$ cat src/rtl/bcd_timer_display.sv
// mm:ss BCD stopwatch driven by a 1 Hz tick, with a multiplexed common-anode 7-segment scan.
// Optional build macro TIMER_WRAP_EN: wrap 59:59 -> 00:00 and keep running instead of stopping in DONE.
module bcd_timer_display #(
    parameter int SCAN_DIV = 4
) (
    input  logic       clk_in,
    input  logic       rst_n,
    input  logic       tick_in,
    input  logic       start_stop,
    input  logic       clear,
    output logic [7:0] sec_bcd,
    output logic [7:0] min_bcd,
    output logic       running,
    output logic       overflow,
    output logic [6:0] seg,
    output logic [3:0] an
);

    localparam int CW = (SCAN_DIV > 1) ? $clog2(SCAN_DIV) : 1;

    typedef enum logic [1:0] {IDLE, RUN, PAUSE, DONE} state_t;

    state_t        state;
    logic [3:0]    su_n, st_n, mu_n, mt_n;
    logic          term;
    logic [CW-1:0] scan_cnt;
    logic [1:0]    digit_idx;
    logic [3:0]    cur_digit;
    logic [6:0]    seg_n;
    logic [3:0]    an_n;

    // Ripple-carry BCD increment; term flags the 59:59 -> 00:00 rollover.
    always_comb begin
        su_n = sec_bcd[3:0];
        st_n = sec_bcd[7:4];
        mu_n = min_bcd[3:0];
        mt_n = min_bcd[7:4];
        term = 1'b0;
        if (sec_bcd[3:0] == 4'd9) begin
            su_n = 4'd0;
            if (sec_bcd[7:4] == 4'd5) begin
                st_n = 4'd0;
                if (min_bcd[3:0] == 4'd9) begin
                    mu_n = 4'd0;
                    if (min_bcd[7:4] == 4'd5) begin
                        mt_n = 4'd0;
                        term = 1'b1;
                    end else begin
                        mt_n = min_bcd[7:4] + 4'd1;
                    end
                end else begin
                    mu_n = min_bcd[3:0] + 4'd1;
                end
            end else begin
                st_n = sec_bcd[7:4] + 4'd1;
            end
        end else begin
            su_n = sec_bcd[3:0] + 4'd1;
        end
    end

    always_ff @(posedge clk_in or negedge rst_n) begin
        if (!rst_n) begin
            state    <= IDLE;
            sec_bcd  <= 8'h00;
            min_bcd  <= 8'h00;
            running  <= 1'b0;
            overflow <= 1'b0;
        end else if (clear) begin
            state    <= IDLE;
            sec_bcd  <= 8'h00;
            min_bcd  <= 8'h00;
            running  <= 1'b0;
            overflow <= 1'b0;
        end else begin
            case (state)
                IDLE, PAUSE: begin
                    if (start_stop) begin
                        state   <= RUN;
                        running <= 1'b1;
                    end
                end
                RUN: begin
`ifdef TIMER_WRAP_EN
                    if (tick_in) begin
                        sec_bcd <= {st_n, su_n};
                        min_bcd <= {mt_n, mu_n};
                        if (term) overflow <= 1'b1;
                    end
                    if (start_stop) begin
                        state   <= PAUSE;
                        running <= 1'b0;
                    end
`else
                    // Reaching the terminal count takes precedence over a coincident pause.
                    if (tick_in && term) begin
                        overflow <= 1'b1;
                        state    <= DONE;
                        running  <= 1'b0;
                    end else begin
                        if (tick_in) begin
                            sec_bcd <= {st_n, su_n};
                            min_bcd <= {mt_n, mu_n};
                        end
                        if (start_stop) begin
                            state   <= PAUSE;
                            running <= 1'b0;
                        end
                    end
`endif
                end
                default: ;
            endcase
        end
    end

    always_comb begin
        cur_digit = 4'd0;
        an_n      = 4'hF;
        case (digit_idx)
            2'd0: begin cur_digit = sec_bcd[3:0]; an_n = 4'b1110; end
            2'd1: begin cur_digit = sec_bcd[7:4]; an_n = 4'b1101; end
            2'd2: begin cur_digit = min_bcd[3:0]; an_n = 4'b1011; end
            2'd3: begin cur_digit = min_bcd[7:4]; an_n = 4'b0111; end
            default: ;
        endcase
    end

    always_comb begin
        seg_n = 7'h7F;
        case (cur_digit)
            4'd0: seg_n = 7'h40;
            4'd1: seg_n = 7'h79;
            4'd2: seg_n = 7'h24;
            4'd3: seg_n = 7'h30;
            4'd4: seg_n = 7'h19;
            4'd5: seg_n = 7'h12;
            4'd6: seg_n = 7'h02;
            4'd7: seg_n = 7'h78;
            4'd8: seg_n = 7'h00;
            4'd9: seg_n = 7'h10;
            default: seg_n = 7'h7F;
        endcase
    end

    // Scan runs in every state so the display never goes dark outside reset.
    always_ff @(posedge clk_in or negedge rst_n) begin
        if (!rst_n) begin
            scan_cnt  <= '0;
            digit_idx <= 2'd0;
            seg       <= 7'h7F;
            an        <= 4'hF;
        end else begin
            seg <= seg_n;
            an  <= an_n;
            if (scan_cnt == CW'(SCAN_DIV - 1)) begin
                scan_cnt  <= '0;
                digit_idx <= digit_idx + 2'd1;
            end else begin
                scan_cnt <= scan_cnt + CW'(1);
            end
        end
    end

endmodule

$ cat config.mk
export PLATFORM = sky130hd
export DESIGN_NAME = bcd_timer_display
export DESIGN_NICKNAME = d
export VERILOG_FILES = /design/src/rtl/bcd_timer_display.sv
export SDC_FILE = /design/constraint.sdc
export NUM_CORES = 1
export LEC_CHECK = 0
export CELL_PAD_IN_SITES_DETAIL_PLACEMENT = 0
export CELL_PAD_IN_SITES_GLOBAL_PLACEMENT = 1
export CORE_MARGIN = 10
export CORE_UTILIZATION = 37
export DETAILED_ROUTE_END_ITERATION = 6
export GPL_ROUTABILITY_DRIVEN = 0
export PLACE_DENSITY_LB_ADDON = 0.05
export SYNTH_ARGS = -nofsm -noshare
export SYNTH_HDL_FRONTEND = slang
export SYNTH_SLANG_ARGS = --single-unit
$ cat constraint.sdc
create_clock -name clk_in -period 1.67 [get_ports clk_in]
set_input_delay 0.334 -clock clk_in [delete_from_list [all_inputs] [get_ports clk_in]]
set_output_delay 0.334 -clock clk_in [all_outputs]
set_load 0.01 [all_outputs]
After elaboration in Yosys (flattened, before gate mapping)
Memories as Yosys holds them, arrays and structs flattened. A register that Yosys moved wholly into a read port is not among the register bits.
Cells that the tools add are included.
{ "totals": {"rom_bits": 112, "output_inout_bits": 29, "inputBits": 5, "n_memories": 1, "regBits": 28, "elab_cells": 86} }
{ "classes": {"reduce_logical": 18, "eq_ne": 13, "add_sub_neg": 6, "n_mux": 38} }
{ "memory_table": {"columns": ["memory", "depth", "width", "rd", "rd_ports_with_merged_regs", "wr", "line_no", "rtl"], "rows": [
  ["(no name shown)", 16, 7, 1, 1, 0, "131", "case (cur_digit)"]
]} }
{ "op_table": {"columns": ["cell", "n"], "rows": [
  ["two-way mux 8 bit", 8],
  ["two-way mux 4 bit", 10],
  ["case mux 4 bit (4 select lines)", 2],
  ["adder 4 x 1 -> 4 bit, second input constant", 4],
  ["nonzero test 2 bit", 6],
  ["two-way mux 1 bit", 11],
  ["two-way mux 2 bit", 5],
  ["equality test 2 bit, second input constant", 4],
  ["equality test 4 x 3 -> 1 bit, second input constant", 2],
  ["equality test 4 bit, second input constant", 2],
  ["AND reduction 3 bit", 2],
  ["AND reduction 6 bit", 1],
  ["AND reduction 5 bit", 1],
  ["adder 2 x 1 -> 2 bit, second input constant", 2],
  ["equality test 2 x 1 -> 1 bit, second input constant", 2],
  ["logical NOT 2 bit", 2],
  ["inequality test 4 bit, second input constant", 1],
  ["case mux 2 bit (2 select lines)", 1],
  ["AND reduction 4 bit", 1],
  ["inequality test 3 bit, second input constant", 1],
  ["nonzero test 3 bit", 1],
  ["inequality test 2 bit, second input constant", 1],
  ["case mux 1 bit (2 select lines)", 1],
  ["AND reduction 2 bit", 1],
  ["3 further kinds", 3]
]} }

Logic depth before layout (Yosys ltp)
Gate-level depths: netlist of the first run.
{ "logic_depth": {"ltp_word": 9, "ltp_mapped": 8, "ltp_nobuf": 8} }

Worst setup path before layout of the first run
Ideal clock, no wire load.
{ "synth_path": {"path_kind": "reg-to-reg", "from": "register digit_idx[0]", "to": "register seg[5]", "arrival_time_ns": 1.664, "setup_time_ns": 0.085, "synth_period_minus_slack_ns": 1.749, "path_buffers": 0, "required_time_ns": 1.585, "path_slack_ns": -0.079, "stages_incl_launch_ff": 8, "path_cell_list": "dfrtp_1 -> inv_1 -> ha_1 -> a222oi_1 -> mux2i_1 -> ha_1 -> nor3_1 -> a21oi_1"} }
{ "synth_between": {"elab_chain_len": 2, "elab_cells_between_ends": 5, "classes_between": "eq/ne: 3; mux: 1; reduce/logical: 1"} }
{ "synth_lines": {"columns": ["element", "line_no", "rtl"], "rows": [
  ["from (decl)", "27", "logic [1:0] digit_idx;"],
  ["from (signal assigned)", "158", "digit_idx <= digit_idx + 2'd1;"],
  ["equality test 2 bit (tied with other cells)", "120", "case (digit_idx)"],
  ["case mux 4 bit (4 select lines) (*)", "120", null],
  ["to (decl)", "15", "output logic [6:0] seg,"]
]} }
Mark *: on every way between the ends. The rest lies on a longest branch, timed or not.
A chain may end at the register's enable or synchronous reset.

Worst setup path after layout of the first run
{ "layout_path": {"from": "register digit_idx[0]", "to": "register seg[3]"} }
The elaborated chain is that of the path after synthesis.

==> impl_metrics.tcl, run 1 <==
set metrics [dict create \
    hold_violations 0 \
    finalClockSkew_ps 5.60 \
    dr.pass1.iters 4 \
    dp_cells 333 \
    post_drt_wl_per_cell_um 15.8 \
    critical_path_class "reg -> reg" \
    cp.arrival_ps 2120 \
    cts_tree "done" \
    powerDensity_nw_per_um2 501 \
    area_growth_pct 66.9 \
    cp-end-kind "flip-flop" \
    min_period_ps 1890 \
    io_buffer_count 33 \
    grt_pass1_wl_um 9030 \
    fin_crit_sh_pct 113 \
    use_met2_pct 21.4 \
    finalSetupViolCount 11 \
    grt_max_degree 36 \
    dp_hpwl_um 3870 \
    fillers 429 \
    globalRoute.totalOverflow 0 \
    clk_path_buf_depth 2 \
    start_util_pct 38.2 \
    drc 0 \
    viasPerCell 5.24 \
    clk_pin_slew_worst_paths_ps 70 \
    vdd_drop_max_mv 0.398 \
    root_buffer "clkbuf_8" \
    synthesis.nets 213 \
    start_kind "flip-flop" \
    status "complete, but fails checks" \
    grt.met1_usage_pct 15.2 \
    yosysSeqAreaShare_pct 45.5 \
    min_path_type "in -> async" \
    synth.distinct_cells 38 \
    fin_setup_tns_ps -1470 \
    cts_made_buffers 5 \
    synth-warning-count 0 \
    violations "negative setup slack" \
    clock_latency_ps 290 \
    worst_slack_ps -225 \
    drtAntennaViolNets 0 \
    gr-max-usage-layer "met2" \
    syn_avg_cell_area_um2 10.2 \
    path_max_fanout 5 \
    hold_buffers 0 \
    hold_ws_ps 421 \
    drt_iter0_markers 73 \
    core_area_um2 5110 \
    drt-total-wl_um 5690 \
    h-tree-depth 2 \
    layout-drive-gt1-share_pct 49.3 \
    grt_pass1_vias 1881 \
    max_slew_margin_pct 64.1 \
    tightest_slew_ps 539 \
    route.vias.total 1885 \
    critPathRequiredTime_ps 1900 \
    p_leak_nw 1.55 \
    diodes 0 \
    die_area_um2 8580 \
    die_h_um 92.7 \
    pin_count 34 \
    max_cap_viol_count 0 \
    die_width_um 92.7 \
    grt_use_total_pct 13.0 \
    clock_sinks 35 \
    finalMaxSlewViolations 0 \
    synthCells 192 \
    fmaxAchievable_ghz 0.528 \
    antenna_found_initial 0 \
    grt_setup_unrepaired "true" \
    ys_ff_latch 35 \
    fin_nets 310 \
    core.rowCount 26 \
    gr-usage-met3_pct 5.08 \
    synth_area_um2 1950 \
    stdcell_count 360 \
]
-- layout by cell type (no fill, tap or decap), types with 3 or more instances in the layout --
cell,synthesis,final
ha_1,16,9
clkinv_2,0,3
dfrtp_1,24,17
a211o_1,3,3
clkdlybuf4s50_1,0,9
buf_6,0,9
a31oi_1,5,4
dlymetal6s2s_1,0,6
dlygate4sd2_1,0,18
nor2b_1,3,3
dfstp_2,11,11
a21oi_1,16,9
nor3_2,1,3
nand2_1,11,9
a222oi_1,4,4
a21oi_2,0,6
nor4_4,1,3
and3b_2,0,4
mux2i_1,6,3
nand3_1,8,5
nor2_1,12,10
dfrtp_2,0,7
ha_4,0,5
inv_2,1,7
inv_1,17,11
o21ai_0,10,6
clkbuf_8,0,5
nand3b_1,5,5
buf_4,1,50
-- sequential cells by signal, summed over array words and instances, names as in the netlist --
signal / count
min_bcd: 8
sec_bcd: 8
seg: 7
an: 4
digit_idx: 2
scan_cnt: 2
state: 2
overflow: 1
running: 1
-- power breakdown --
group | internal [mW] | switching, mW | leakage (nW) | total (mW)
Combinational | 0.0735 | 0.0869 | 1.07 | 0.160
Sequential | 0.868 | 0.00951 | 0.431 | 0.877
Clock | 0.285 | 0.309 | 0.0477 | 0.594
-- metrics by stage --
step	utilization (%)	cell area, um2	setup WS [ps]	total power, mW
after CTS	56.7	2900	-211	1.64
after floorplan	-	1980	2.17	0.948
after detailed placement	52.9	2700	-300	1.04
after global routing	63.8	3260	-300	1.71
after global placement	52.9	2700	-279	1.04
final	63.8	3260	-225	1.63
-- cells in the mapped netlist, drive strengths merged --
library cell	instances	area, um2
dfrtp	24	601
inv	18	67.6
a21oi	16	80.1
ha	16	200
nor2	12	45.0
dfstp	11	289
nand2	11	41.3
o21ai	10	50.1
nand3	8	40.0
mux2i	6	60.1
nor4	6	52.6
a31oi	5	31.3
nand3b	5	37.5
nor3	5	30.0
a222oi	4	40.0
and3b	4	35.0
mux2	4	45.0
a211o	3	26.3
nor2b	3	18.8
a21o	2	15.0
buf	2	11.3
nand4	2	12.5
o31ai	2	15.0
or3	2	12.5
or4	2	15.0
a211oi	1	7.51
and3	1	6.26
clkbuf	1	3.75
nand2b	1	6.26
nand4b	1	8.76
o21bai	1	7.51
o311ai	1	26.3
or2	1	6.26
xor2	1	8.76
-- per-layer routing --
metal / vias to the layer above / share of wire, %
met3: 8 / 6.6
li1: 900 / -
met4: 0 / 1.5
met1: 924 / 41
met2: 53 / 51
met5: - / 0
-- path summary, 6_finish.rpt --
check | startpoint | endpoint | slack [ps] | cells past startpoint
worst max-delay path | digit_idx[0] | seg[3] | -220 | 7
worst min-delay path | rst_n | overflow | 420 | 2
worst max register to register | digit_idx[0] | seg[3] | -220 | 7
worst min register to register | scan_cnt[0] | scan_cnt[0] | 430 | 1
max in group asynchronous | rst_n | an[0] | 1000 | 2
min in group clk_in | scan_cnt[0] | scan_cnt[0] | 430 | 1
-- worst max-delay path, stage by stage, from the launching register on --
cell and delay [ps]:
dfrtp_2 420, inv_2 70, ha_4 170, a222oi_1 520
mux2i_4 180, ha_2 350, nand2_1 40, nand3_1 80
-- logic make-up (layout without fill, tap and decap cells) --
logic type | after synthesis | after routing | synth area share [%]
buffers and inverters | 21 | 119 | 4.23
adder cells (fa/ha/maj) | 16 | 16 | 10.2
XOR/XNOR | 1 | 1 | 0.449
flip-flops | 35 | 35 | 45.5
AND/OR/NAND/NOR | 64 | 64 | 18.8
multiplexers | 10 | 10 | 5.38
AO/OA/AOI/OAI | 45 | 45 | 15.3
-- cell type report --
type                    instances  area (um2)  area share (%)
well taps                      70        87.6            2.69
multi-input cells             136        1300            40.0
repair buffers                 93         820            25.1
inverters                      18        67.6            2.07
clock inverters                 3        15.0           0.461
clock buffers                   5        68.8            2.11
flip-flops and latches         35         898            27.6
-- timing repair --
item	in CTS	in global routing
resized for setup	33	69
pin swaps	7	31
setup buffers	10	9
setup endpoints to repair	37	30
Power figures use the tool's default switching activity.
==> run 2, diff against run 1 <==
ABC_CLOCK_PERIOD_IN_PS = 1670   (was not set)
PLACE_DENSITY_LB_ADDON = 0.08   (was 0.05)
==> impl_metrics.tcl, run 2 (synthesized netlist as in run 1, its figures left out) <==
set metrics [dict create \
    status "complete, but fails checks" \
    violations "negative setup slack" \
    die_h_um 92.7 \
    max_cap_viol_count 0 \
    drt_iter0_markers 41 \
    start_util_pct 38.2 \
    cts_made_buffers 5 \
    viasPerCell 5.10 \
    top_regs "min_bcd x8, sec_bcd x8, seg x7" \
    globalRoute.totalOverflow 0 \
    clk_pin_slew_worst_paths_ps 70 \
    clock_sinks 35 \
    dr.pass1.iters 4 \
    cp-end-kind "flip-flop" \
    tightest_slew_ps 441 \
    die_width_um 92.7 \
    fin_crit_sh_pct 112 \
    layout-drive-gt1-share_pct 43.7 \
    fmaxAchievable_ghz 0.537 \
    grt_setup_unrepaired "true" \
    layout_common_cells "buf_4, dlygate4sd2_1, dfrtp_1" \
    min_period_ps 1860 \
    pwr-share-comb_pct 8.3 \
    post_drt_wl_per_cell_um 15.4 \
    root_buffer "clkbuf_8" \
    diodes 0 \
    internal-power_mw 1.42 \
    grt_pass1_vias 1808 \
    hold_ws_ps 415 \
    powerDensity_nw_per_um2 596 \
    clock_latency_ps 290 \
    p_leak_nw 1.46 \
    hold_buffers 0 \
    fin_setup_tns_ps -1010 \
    dp_hpwl_um 3800 \
    core.rowCount 26 \
    sw_frac_of_total_pct 22.8 \
    cts_tree "done" \
    final_common_cell "buf_4" \
    fin_nets 304 \
    antenna_found_initial 0 \
    finalMaxSlewViolations 0 \
    finalClockSkew_ps 5.64 \
    worst_slack_ps -193 \
    pin_count 34 \
    hold_violations 0 \
    grt_max_degree 36 \
    route.vias.total 1804 \
    io_buffer_count 33 \
    p_seq_share_pct 47.7 \
    clk_path_buf_depth 2 \
    critPathRequiredTime_ps 1900 \
    drt-total-wl_um 5460 \
    start_kind "flip-flop" \
    drtAntennaViolNets 0 \
    area_growth_pct 57.8 \
    path_max_fanout 6 \
    drc 0 \
    cp.arrival_ps 2100 \
    grt_use_total_pct 13.0 \
    vdd_drop_max_mv 0.407 \
    finalSetupViolCount 9 \
    min_path_type "in -> async" \
    grt_pass1_wl_um 9140 \
    max_slew_margin_pct 69.8 \
    switchingPower_uw 419 \
    die_area_um2 8580 \
    h-tree-depth 2 \
    critical_path_class "reg -> reg" \
    r2r_setup_slack_ps -190 \
    power_frac_clock_pct 44.0 \
    core_area_um2 5110 \
]
==> run 2: cell types whose count changed in the layout (fill, tap and decap cells not counted), moves of 2 or more <==
cell / change
mux2_2: +2
dlymetal6s2s_1: -2
mux2i_1: +2
mux2_4: -2
nor2_4: -2
clkinv_2: -2
buf_6: -6
and3b_2: -3
nor4_4: -2
and3b_1: +3
mux2i_4: -2
nor4_1: +2
==> run 2: area by class of cell <==
cell class,count,area [um2]
clock buffers,6,82.6
clock inverters,2,35.0
fillers,436,2020
inverters,18,67.6
multi-input cells,136,1150
flip-flops and latches,35,897
well taps,70,87.6
repair buffers,87,758
==> run 2: critical path: stages, from the launching register on <==
cell	delay, ps
dfrtp_1	410
inv_2	80
ha_4	180
a222oi_1	430
mux2i_2	210
ha_2	370
nand2_1	40
nand3_1	80
==> run 2: worst paths after layout <==
check                              endpoint    startpoint  cells past startpoint
worst max-delay path                 seg[3]  digit_idx[0]                      7
worst min-delay path                running         rst_n                      2
worst max register to register       seg[3]  digit_idx[0]                      7
worst min register to register  scan_cnt[0]   scan_cnt[0]                      1
max in group asynchronous            seg[6]         rst_n                      2
min in group clk_in             scan_cnt[0]   scan_cnt[0]                      1
==> run 2: what timing repair did <==
| action | in CTS | in global routing |
|---|---|---|
| setup buffers | 13 | 2 |
| pin swaps | 11 | 23 |
| gates resized for setup | 32 | 38 |
| endpoints found under the hold margin | 0 | 0 |
| setup endpoints to repair | 38 | 31 |
==> run 2: power by group through the flow <==
stage	Clock, mW	Combinational, mW	Sequential (mW)
finish	0.808	0.152	0.877
CTS	0.829	0.144	0.876
floorplan	0	0.0491	0.899
detailed placement	0	0.149	0.892
global placement	0	0.145	0.891
global route	0.878	0.169	0.880
==> run 2: stage by stage <==
stage / cells / util (%) / setup WS, ps / power, mW / cell area, um2
finish: 354 / 60.4 / -193 / 1.84 / 3080
global route: 354 / 60.4 / -392 / 1.93 / 3080
CTS: 352 / 57.3 / -191 / 1.85 / 2930
detailed placement: 331 / 52.8 / -267 / 1.04 / 2700
global placement: 331 / 52.8 / -240 / 1.04 / 2700
floorplan: 192 / - / 2.17 / 0.948 / 1980
==> run 2: metal layers <==
layer | up-vias | wire (um) | share of wire (%) | global-route usage [%]
li1 | 880 | - | - | -
met1 | 873 | 2440 | 45 | 16.2
met2 | 42 | 2550 | 47 | 19.5
met3 | 9 | 312 | 5.7 | 4.44
met4 | 0 | 151 | 2.8 | 6.43
met5 | - | 0 | 0 | 0
==> run 3, diff against run 2 <==
CORE_MARGIN = 5   (was 10)
==> impl_metrics.tcl, run 3 (synthesized netlist as in run 1, its figures left out) <==
set metrics [dict create \
    status "complete, but fails checks" \
    violations "negative setup slack" \
    layout-drive-gt1-share_pct 44.5 \
    finalMaxSlewViolations 0 \
    max_slew_margin_pct 69.8 \
    viasPerCell 5.13 \
    cp.arrival_ps 2110 \
    core_area_um2 5110 \
    drc 0 \
    pwr-share-comb_pct 9.0 \
    r2r_cells 9 \
    grt_pass1_wl_um 8670 \
    diodes 0 \
    drt_iter0_markers 72 \
    fin_total_pwr_mw 1.72 \
    globalRoute.totalOverflow 0 \
    drtAntennaViolNets 0 \
    cts_made_buffers 5 \
    pin_count 34 \
    p_seq_share_pct 51.0 \
    power_frac_clock_pct 39.9 \
    top_regs "min_bcd x8, sec_bcd x8, seg x7" \
    vdd_drop_max_mv 0.447 \
    max_cap_viol_count 0 \
    finalSetupViolCount 13 \
    critPathRequiredTime_ps 1870 \
    final_common_cell "buf_4" \
    fmaxAchievable_ghz 0.526 \
    internal-power_mw 1.31 \
    root_buffer "clkbuf_8" \
    grt_use_total_pct 16.8 \
    r2r-end "seg[0]" \
    tightest_slew_ps 440 \
    post_drt_wl_per_cell_um 14.5 \
    route.vias.total 1858 \
    min_path_type "in -> async" \
    drt-total-wl_um 5240 \
    start_kind "flip-flop" \
    core.rowCount 26 \
    grt_max_degree 36 \
    h-tree-depth 2 \
    antenna_found_initial 0 \
    finalClockSkew_ps 13.2 \
    path_max_fanout 6 \
    switchingPower_uw 404 \
    clk_path_buf_depth 2 \
    hold_ws_ps 407 \
    fin_nets 312 \
    clk_pin_slew_worst_paths_ps 80 \
    cp-end-kind "flip-flop" \
    p_leak_nw 1.57 \
    critical_path_class "reg -> reg" \
    dr.pass1.iters 5 \
    die_area_um2 6830 \
    cts_tree "done" \
    min_period_ps 1900 \
    grt_pass1_vias 1858 \
    startpoint "digit_idx[1]" \
    dp_hpwl_um 3760 \
    sw_frac_of_total_pct 23.5 \
    grt_setup_unrepaired "true" \
    powerDensity_nw_per_um2 539 \
    r2r_setup_slack_ps -230 \
    die_h_um 82.7 \
    fin_setup_tns_ps -1450 \
    die_width_um 82.7 \
    reg2reg_from "digit_idx[1]" \
    fin_crit_sh_pct 114 \
    hold_violations 0 \
    clock_sinks 35 \
    layout_common_cells "buf_4, dfrtp_1, dlygate4sd2_1" \
    io_buffer_count 33 \
    crit_end "seg[0]" \
    area_growth_pct 63.2 \
    worst_slack_ps -231 \
    start_util_pct 38.2 \
    clock_latency_ps 290 \
]
run 3: cell count changes in the layout (fill, tap and decap cells not counted), sizes merged:
cell | before | now
clkdlybuf4s50 | 10 | 11
dlymetal6s2s | 4 | 7
clkinvlp | 0 | 1
dlygate4sd2 | 19 | 15
buf | 54 | 62
clkinv | 1 | 0
bufinv | 1 | 0
clkbuf | 6 | 7
run 3: critical path, stage by stage, from the launching register on:
cell and delay (ps):
dfrtp_1 360, inv_1 70, buf_4 130, ha_1 210, inv_2 130, mux2i_2 380, inv_1 170, ha_1 230
nand2_1 60, nand3_1 80
run 3: final cells by class:
cell class	instances	area, um2
fill	419	1920
multi-input combinational	136	1180
sequential	35	896
timing repair buffer	95	848
clock buffer	7	96.3
tap	70	87.6
inverter	18	67.6
clock inverter	1	7.51
run 3: stage by stage:
stage	util, %	instances	setup WS [ps]	cell area (um2)
finish	62.4	362	-231	3190
global route	62.4	362	-397	3190
CTS	57.9	355	-204	2960
detailed placement	52.7	332	-301	2690
global placement	52.7	332	-254	2690
floorplan	-	192	2.17	1980
run 3: power groups by stage:
stage | Combinational (mW) | Sequential, mW | Clock [mW]
final | 0.155 | 0.876 | 0.686
after global routing | 0.173 | 0.878 | 0.747
after CTS | 0.147 | 0.876 | 0.707
after detailed placement | 0.145 | 0.892 | 0
after global placement | 0.141 | 0.891 | 0
after floorplan | 0.0491 | 0.899 | 0
run 3: timing repair:
item                                   CTS  global route
hold buffers                             0             0
setup buffers                           15             7
endpoints found under the hold margin    0             0
pin swaps                               10            17
resized for setup                       31            49
setup endpoints to repair               38            34
run 3: how the worst min path moves through the flow:
stage	start	end	slack, ps	cells past startpoint
2_1_floorplan	rst_n	digit_idx[0]	40	0
3_3_place_gp	scan_cnt[0]	scan_cnt[0]	410	1
3_5_place_dp	scan_cnt[0]	scan_cnt[0]	420	1
4_1_cts	rst_n	state[1]	410	2
5_1_grt	rst_n	overflow	410	2
6_report	rst_n	state[1]	410	2
run 3: routing by layer:
metal | part of all wire, % | GRT usage (%) | routed length [um]
met1 | 44 | 20.9 | 2290
met2 | 49 | 27.8 | 2560
met3 | 5.6 | 4.34 | 294
met4 | 1.8 | 6.86 | 95
met5 | 0 | 0 | 0
